<file path="src/rtl/mux_demux_pkg.sv">
// mux_demux_pkg: shared constants for the 4:1 round-robin stream mux and its
// 1:4 demux counterpart. The select encoding (SEL_W bits, channel index) is
// common to both, so an out_sel from mux_4_1_rr can drive a demux_1_4 S input.
package mux_demux_pkg;

   localparam int NCH   = 4;
   localparam int SEL_W = 2;

   // Pointer value after reset: "last granted = 3" makes channel 0 first in line.
   localparam logic [SEL_W-1:0] RR_RESET_LAST = 2'b11;

   // One-hot channel mask for a select value, as a demux would decode it.
   function automatic logic [NCH-1:0] sel_to_onehot(input logic [SEL_W-1:0] sel);
      logic [NCH-1:0] mask;
      mask = 4'b0001;
      return mask << sel;
   endfunction

endpackage

</file>
<file path="src/rtl/rr_arbiter_4.sv">
// rr_arbiter_4: combinational 4-way round-robin arbiter.
// Ports:
//   req     [3:0] - per-channel request
//   last    [1:0] - index of the previously granted channel
//   en            - grant allowed this cycle
//   gnt     [3:0] - one-hot grant (all zero when en=0 or no request)
//   gnt_idx [1:0] - encoded grant index (0 when nothing granted)
//   gnt_any       - a grant was issued
module rr_arbiter_4
   import mux_demux_pkg::*;
(
   input  logic [NCH-1:0]   req,
   input  logic [SEL_W-1:0] last,
   input  logic             en,
   output logic [NCH-1:0]   gnt,
   output logic [SEL_W-1:0] gnt_idx,
   output logic             gnt_any
);

   logic [SEL_W-1:0] cand;
   logic             hit;

   // Scan last+1, last+2, last+3, last (2-bit wrap); the first requester wins.
   always_comb begin
      gnt     = 4'b0000;
      gnt_idx = 2'b00;
      gnt_any = 1'b0;
      cand    = last;
      hit     = 1'b0;
      for (int k = 1; k <= NCH; k++) begin
         cand      = last + SEL_W'(k);
         hit       = en & ~gnt_any & req[cand];
         gnt[cand] = gnt[cand] | hit;
         gnt_idx   = hit ? cand : gnt_idx;
         gnt_any   = gnt_any | hit;
      end
   end

endmodule

</file>
<file path="src/rtl/mux_4_1_rr.sv">
// mux_4_1_rr: registered 4:1 valid/ready stream multiplexer with per-beat
// round-robin arbitration. Each output beat is tagged with its source index.
// Ports:
//   clk, rst_n            - clock, asynchronous active-low reset
//   in_valid  [3:0]       - per-channel valid
//   in_data   [4*W-1:0]   - channel i data at in_data[i*W +: W]
//   in_ready  [3:0]       - per-channel ready (at most one bit set)
//   out_valid, out_data   - registered output beat
//   out_sel   [1:0]       - registered source channel of the output beat
//   out_ready             - downstream accepts the beat
module mux_4_1_rr
   import mux_demux_pkg::*;
#(
   parameter int W = 8
) (
   input  logic               clk,
   input  logic               rst_n,
   input  logic [NCH-1:0]     in_valid,
   input  logic [NCH*W-1:0]   in_data,
   output logic [NCH-1:0]     in_ready,
   output logic               out_valid,
   output logic [W-1:0]       out_data,
   output logic [SEL_W-1:0]   out_sel,
   input  logic               out_ready
);

   logic             reg_free;
   logic             arb_en;
   logic [NCH-1:0]   gnt;
   logic [SEL_W-1:0] gnt_idx;
   logic             gnt_any;
   logic [W-1:0]     gnt_data;

   logic             out_valid_d, out_valid_q;
   logic [W-1:0]     out_data_d,  out_data_q;
   logic [SEL_W-1:0] out_sel_d,   out_sel_q;
   logic [SEL_W-1:0] last_d,      last_q;

   // The output register can take a new beat when empty or emptying this cycle.
   // rst_n gates the arbiter so no handshake is offered while in reset.
   assign reg_free = ~out_valid_q | out_ready;
   assign arb_en   = reg_free & rst_n;

   rr_arbiter_4 u_arb (
      .req     (in_valid),
      .last    (last_q),
      .en      (arb_en),
      .gnt     (gnt),
      .gnt_idx (gnt_idx),
      .gnt_any (gnt_any)
   );

   // A grant is only issued to a valid channel, so grant == ready == transfer.
   assign in_ready = gnt;

   // One-hot AND-OR data select driven by the grant vector.
   always_comb begin
      gnt_data = {W{1'b0}};
      for (int i = 0; i < NCH; i++) begin
         gnt_data = gnt_data | (in_data[i*W +: W] & {W{gnt[i]}});
      end
   end

   // Next state: load on transfer, drop valid when drained, otherwise hold.
   always_comb begin
      out_valid_d = out_valid_q;
      out_data_d  = out_data_q;
      out_sel_d   = out_sel_q;
      last_d      = last_q;
      if (gnt_any) begin
         out_valid_d = 1'b1;
         out_data_d  = gnt_data;
         out_sel_d   = gnt_idx;
         last_d      = gnt_idx;
      end else if (out_ready) begin
         out_valid_d = 1'b0;
      end else begin
         out_valid_d = out_valid_q;
      end
   end

   // Output register and round-robin pointer.
   always_ff @(posedge clk or negedge rst_n) begin
      if (!rst_n) begin
         out_valid_q <= 1'b0;
         out_data_q  <= {W{1'b0}};
         out_sel_q   <= 2'b00;
         last_q      <= RR_RESET_LAST;
      end else begin
         out_valid_q <= out_valid_d;
         out_data_q  <= out_data_d;
         out_sel_q   <= out_sel_d;
         last_q      <= last_d;
      end
   end

   assign out_valid = out_valid_q;
   assign out_data  = out_data_q;
   assign out_sel   = out_sel_q;

endmodule

</file>
<file path="config.mk">
export PLATFORM = sky130hd
export DESIGN_NAME = mux_4_1_rr
export DESIGN_NICKNAME = d
export VERILOG_FILES = /design/src/rtl/mux_demux_pkg.sv /design/src/rtl/rr_arbiter_4.sv /design/src/rtl/mux_4_1_rr.sv
export SDC_FILE = /design/constraint.sdc
export NUM_CORES = 1
export LEC_CHECK = 0
export ABC_AREA = 1
export BUFFER_PORTS_ARGS = -buffer_cell sky130_fd_sc_hd__buf_2
export CORE_ASPECT_RATIO = 0.8
export CORE_MARGIN = 5
export CORE_UTILIZATION = 49
export DETAILED_ROUTE_END_ITERATION = 10
export PLACE_DENSITY = 0.81
export SLEW_MARGIN = 20
export SYNTH_ARGS = -nofsm -noshare
export SYNTH_HDL_FRONTEND = slang
export SYNTH_SLANG_ARGS = --single-unit
</file>
<file path="constraint.sdc">
create_clock -name clk -period 3.9 [get_ports clk]
set_clock_uncertainty 0.1 [all_clocks]
set_input_delay 0.195 -clock clk [delete_from_list [all_inputs] [get_ports clk]]
set_output_delay 0.195 -clock clk [all_outputs]
set_load 0.1 [all_outputs]
</file>
Yosys cells after proc, flatten, opt, wreduce, memory -nomap -nowiden

Cells that the tools add are included.

Flip-flop bits (word level): 13
Input port bits: 39

Muxes and demuxes: 33
Add/subtract/negate cells: 3
Reductions and logical operators: 5
$lt $le $gt $ge: 8
Bitwise gates (word level): 28

Operators with widths:

| cell                                                                  | count |
|---|---|
| 8-bit AND                                                             | 4 |
| 8-bit OR                                                              | 3 |
| 1-bit binary-select mux with 2-bit select                             | 8 |
| 1-bit 2-to-1 mux                                                      | 14 |
| 4-bit bitwise mux                                                     | 3 |
| 2-bit by 3-bit < comparator with 1-bit output, second input constant  | 4 |
| 1-bit AND                                                             | 8 |
| 1-bit demux with 2-bit select                                         | 4 |
| 2-bit by 1-bit >= comparator with 1-bit output, second input constant | 4 |
| 2-bit 2-to-1 mux                                                      | 4 |
| 1-bit OR                                                              | 8 |
| 2-bit adder, second input constant                                    | 2 |
| 4-bit AND                                                             | 1 |
| 1-bit logical AND                                                     | 4 |
| 1-bit inverter                                                        | 4 |
| 2-bit by 1-bit adder with 2-bit output, second input constant         | 1 |
| 2-bit nonzero test                                                    | 1 |

Depth between registers and ports, before layout

Depth after elaboration: 22
Depth in mapped cells: 22
Depth with buffers taken out: 21

Hierarchy

From an unflattened synthesis, not the netlist that was laid out.

Cells, all modules: 215
Area, all modules: 1249.9 sq um

By module, submodules not included:

| module       | instances | seq. area each (sq um) | area each (sq um) | cells each |
|---|---|---|---|---|
| mux_4_1_rr   | 1         | 327.8                  | 708.2             | 105 |
| rr_arbiter_4 | 1         | 0.0                    | 541.8             | 110 |

Least setup slack after synthesis

No wires, ideal clock.

Kind: flip-flop to output port
Start: register last_q[0]
End: output port in_ready[0]
Data arrival time: 3.186 ns
Buffers on the path: 1
Stages on the path, launching flop included: 20
Data required time: 3.605 ns
Slack: 0.419 ns
Cells stage by stage: dfstp_2 -> inv_2 -> buf_6 -> ha_1 -> inv_1 -> nand3_2 -> nand2_4 -> inv_2 -> nor2_4 -> inv_2 -> o21ai_1 -> nand3_1 -> nand3_1 -> nand2_2 -> nand3_1 -> nand3_2 -> nand3_2 -> nand2_4 -> nand3_4 -> and2_1

Cells in the longest elaborated chain, start to end: 18
Elaborated cells between the ends (all ways): 59
Classes of those cells: 3 x add/sub; 8 x order compare; 27 x mux; 17 x bitwise; 4 x reduce/logical

RTL lines:

| what                                                                                              | line                                   | text |
|---|---|---|
| from (decl)                                                                                       | mux_4_1_rr.sv:37                       | `logic [SEL_W-1:0] last_d, last_q;` |
| from (signal assigned)                                                                            | mux_4_1_rr.sv:93                       | `last_q <= last_d;` |
| 2-bit by 1-bit adder with 2-bit output                                                            | rr_arbiter_4.sv:31                     | `cand = last + SEL_W'(k);` |
| 2-bit by 3-bit < comparator with 1-bit output (not written as such), or another cell as far along | rr_arbiter_4.sv:33                     | `gnt[cand] = gnt[cand] \| hit;` |
| 1-bit logical AND (not written as such) or 1-bit 2-to-1 mux (tied branches)                       | rr_arbiter_4.sv:33, rr_arbiter_4.sv:32 |  |
| 1-bit 2-to-1 mux (not written as such) or 1-bit AND (tied branches)                               | rr_arbiter_4.sv:33, rr_arbiter_4.sv:32 |  |
| 1-bit demux with 2-bit select or 1-bit OR (tied branches)                                         | n/a                                    |  |
| 4-bit AND (no line)                                                                               | n/a                                    |  |
| 1-bit binary-select mux with 2-bit select                                                         | rr_arbiter_4.sv:33                     |  |
| 1-bit 2-to-1 mux (not written as such)                                                            | rr_arbiter_4.sv:33                     |  |
| (+2 left out)                                                                                     | n/a                                    |  |
| 1-bit binary-select mux with 2-bit select                                                         | rr_arbiter_4.sv:33                     |  |
| 1-bit 2-to-1 mux (not written as such)                                                            | rr_arbiter_4.sv:33                     |  |
| 1-bit OR                                                                                          | rr_arbiter_4.sv:33                     |  |
| 4-bit bitwise mux                                                                                 | rr_arbiter_4.sv:33                     |  |
| 1-bit binary-select mux with 2-bit select                                                         | rr_arbiter_4.sv:33                     |  |
| 1-bit 2-to-1 mux (not written as such)                                                            | rr_arbiter_4.sv:33                     |  |
| 1-bit OR                                                                                          | rr_arbiter_4.sv:33                     |  |
| 4-bit bitwise mux *                                                                               | rr_arbiter_4.sv:33                     |  |
| to (decl)                                                                                         | mux_4_1_rr.sv:20                       | `output logic [NCH-1:0] in_ready,` |

Every way passes the cells marked *; elsewhere a longest branch is shown, timed or not. The select of a mux whose other input is x is not followed.

Final worst setup path

Start: register last_q[1]
End: output port in_ready[2]

Same word-level chain as after synthesis.

==> flow_summary.json <==
{
  "n_antenna_cell": 0,
  "reg2reg_slack_ps": 640,
  "maxSlewViolCount": 0,
  "cts_max_level": 1,
  "synth_area_um2": 1360,
  "ys_seq_area_share_pct": 24.1,
  "setup-tns-final_ps": 0,
  "setup.worst_path.class": "flip-flop to output pin",
  "drt-total-wl_um": 3760,
  "start_util_pct": 50.3,
  "drive_above_1_share_pct": 33.1,
  "clk_path_buf_depth": 2,
  "fin_nets": 310,
  "dr.pass1.iters": 4,
  "die_x_um": 68.9,
  "worstReg2RegStart": "last_q[1]$_DFFE_PN1P_",
  "via_count": 1577,
  "area_growth_pct": 29.0,
  "dp_slack_ps": 431,
  "hold_end": "out_data[7]$_DFFE_PN0P_",
  "required_ps": 3610,
  "numCtsBuffers": 3,
  "clkSinkCount": 13,
  "grt_pass1_vias": 1437,
  "postSynthCellCount": 205,
  "ys.warnings.count": 0,
  "num_rows": 17,
  "min_period_ps": 3650,
  "io_buffer_count": 53,
  "path_clk_slew_ps": 70,
  "worstMarginPinSlew_ps": 498,
  "fillers": 252,
  "fp.dieH_um": 57.1,
  "critPathArrivalTime_ps": 3360,
  "hold_start": "in_data[23]",
  "grt_setup_unrepaired": "false",
  "grt_pass1_wl_um": 6270,
  "gp_congestion": 1.04,
  "timing.slew.headroom_pct": 67.0,
  "hold_viol": 0,
  "setup_ws_ps": 249,
  "status": "finished, final reports clean",
  "yosysUniqueCellTypes": 25,
  "r2r-end": "out_data[3]$_DFFE_PN0P_",
  "seq_area_um2": 328,
  "cts_root_buffer": "clkbuf_4",
  "timing.final.crit_share_pct": 93.6,
  "instances_no_fill": 304,
  "drc": 0,
  "r2r_cells": 21,
  "syn-num-nets": 248,
  "multiInputGateArea_um2": 941,
  "cts_tree": "done",
  "dieArea_um2": 3940,
  "final_antenna_net_count": 0,
  "viasPerCell": 5.19,
  "track_usage_pct": 19.9,
  "finish.utilization_pct": 64.9,
  "maxCapViolCount": 0,
  "grt_overflow": 0,
  "io_pins": 54,
  "coreArea_um2": 2700,
  "crit_fanout": 9,
  "worst_setup_path_start_kind": "flip-flop",
  "avgSynthCellArea_um2": 6.63,
  "clock_latency_ps": 260,
  "grt_max_degree": 16,
  "place_inst": 298,
  "min_delay_path_depth": 5,
  "antenna_found_initial": 0,
  "setup_violations": 0,
  "ys_seq_elements": 13,
  "hp-class": "primary input to flip-flop",
  "place_hpwl_um": 3050,
  "drtIter0Drc": 197,
  "wire_per_inst_um": 12.4,
  "fmax_mhz": 274,
  "end_kind": "output pin"
}
[worst max-delay path by stage]
stage	cells after the start	startpoint	endpoint	slack [ps]
after floorplan	19	last_q[0]$_DFFE_PN1P_	in_ready[0]	420
after global placement	19	last_q[1]$_DFFE_PN1P_	in_ready[2]	460
after detailed placement	19	last_q[1]$_DFFE_PN1P_	in_ready[3]	430
after CTS	19	last_q[1]$_DFFE_PN1P_	in_ready[3]	130
after global routing	19	last_q[1]$_DFFE_PN1P_	in_ready[0]	1
final	19	last_q[1]$_DFFE_PN1P_	in_ready[2]	250
[final cells by class]
cell class | count | area share [%]
multi-input cells | 172 | 53.6
inverters | 17 | 3.64
repair buffers | 60 | 19.8
well taps | 38 | 2.71
flip-flops and latches | 13 | 18.7
clock buffers | 4 | 1.50
[state kept, by name, summed over array words and instances, names as in the netlist]
| name | cells |
|---|---|
| out_valid | 1 |
| last_q | 2 |
| out_sel | 2 |
| out_data | 8 |
[Yosys cell counts (all sizes together)]
cell type / instances / area, um2
nand2: 69 / 292
nor2: 13 / 56.3
o211ai: 1 / 7.51
o21a: 1 / 7.51
ha: 4 / 50.1
inv: 16 / 60.1
nand3: 65 / 400
buf: 3 / 27.5
a221oi: 1 / 8.76
clkinv: 1 / 3.75
nand4: 5 / 46.3
dfstp: 2 / 52.6
dfrtp: 11 / 275
o31ai: 1 / 7.51
o21ai: 8 / 40.0
and2: 4 / 25.0
[placed cells by master, fill, tap and decap left out, types with 4 or more instances in the layout]
master    n
nand2_1  62
nand3_1  56
buf_2    49
nor2_1   12
dfrtp_1  11
inv_1     9
inv_2     7
nand3_2   5
o21ai_1   5
buf_4     5
nand4_1   4
nand2_2   4
nand3_4   4
and2_1    4
ha_1      4
buf_6     4
[critical path: stages (launching register included)]
cell	delay, ps
dfstp_2	630
inv_2	120
ha_1	370
inv_1	140
nand3_2	110
nand2_4	90
inv_2	60
nor2_4	100
inv_2	70
o21ai_1	180
nand3_1	120
nand3_1	120
nand2_2	90
nand3_1	100
nand3_2	90
nand3_2	100
nand2_4	100
nand3_4	110
and2_1	170
buf_6	230
[through the flow]
stage	cell area [um2]	hold WS [ps]
after global placement	1680	-8.43
final	1750	145
after global routing	1750	153
after floorplan	1360	-201
after detailed placement	1680	-4.17
after CTS	1730	142
[layer usage]
layer	track usage [%]	part of all wire [%]	wire length (um)	vias to the layer above
met5	0	0	0	-
met4	5.56	0.88	33	0
met3	1.57	6.4	241	5
met2	29.5	47	1770	62
met1	30.7	45	1710	692
li1	-	-	-	818
[kinds of logic after synthesis]
family,count (synthesis),share of synthesized area (%)
AO/OA/AOI/OAI,12,5.24
adder cells (fa/ha/maj),4,3.68
buffers and inverters,20,6.72
flip-flops,13,24.1
AND/OR/NAND/NOR,156,60.3
[repair_timing]
item,in CTS,in global routing
endpoints found under the hold margin,14,0
setup buffers,0,0
endpoints found under the setup margin,0,4
hold buffers,2,0
resized for setup,0,12
Power is not shown: default switching activity piles up to over one toggle a cycle in this logic, so the estimate is an artifact.
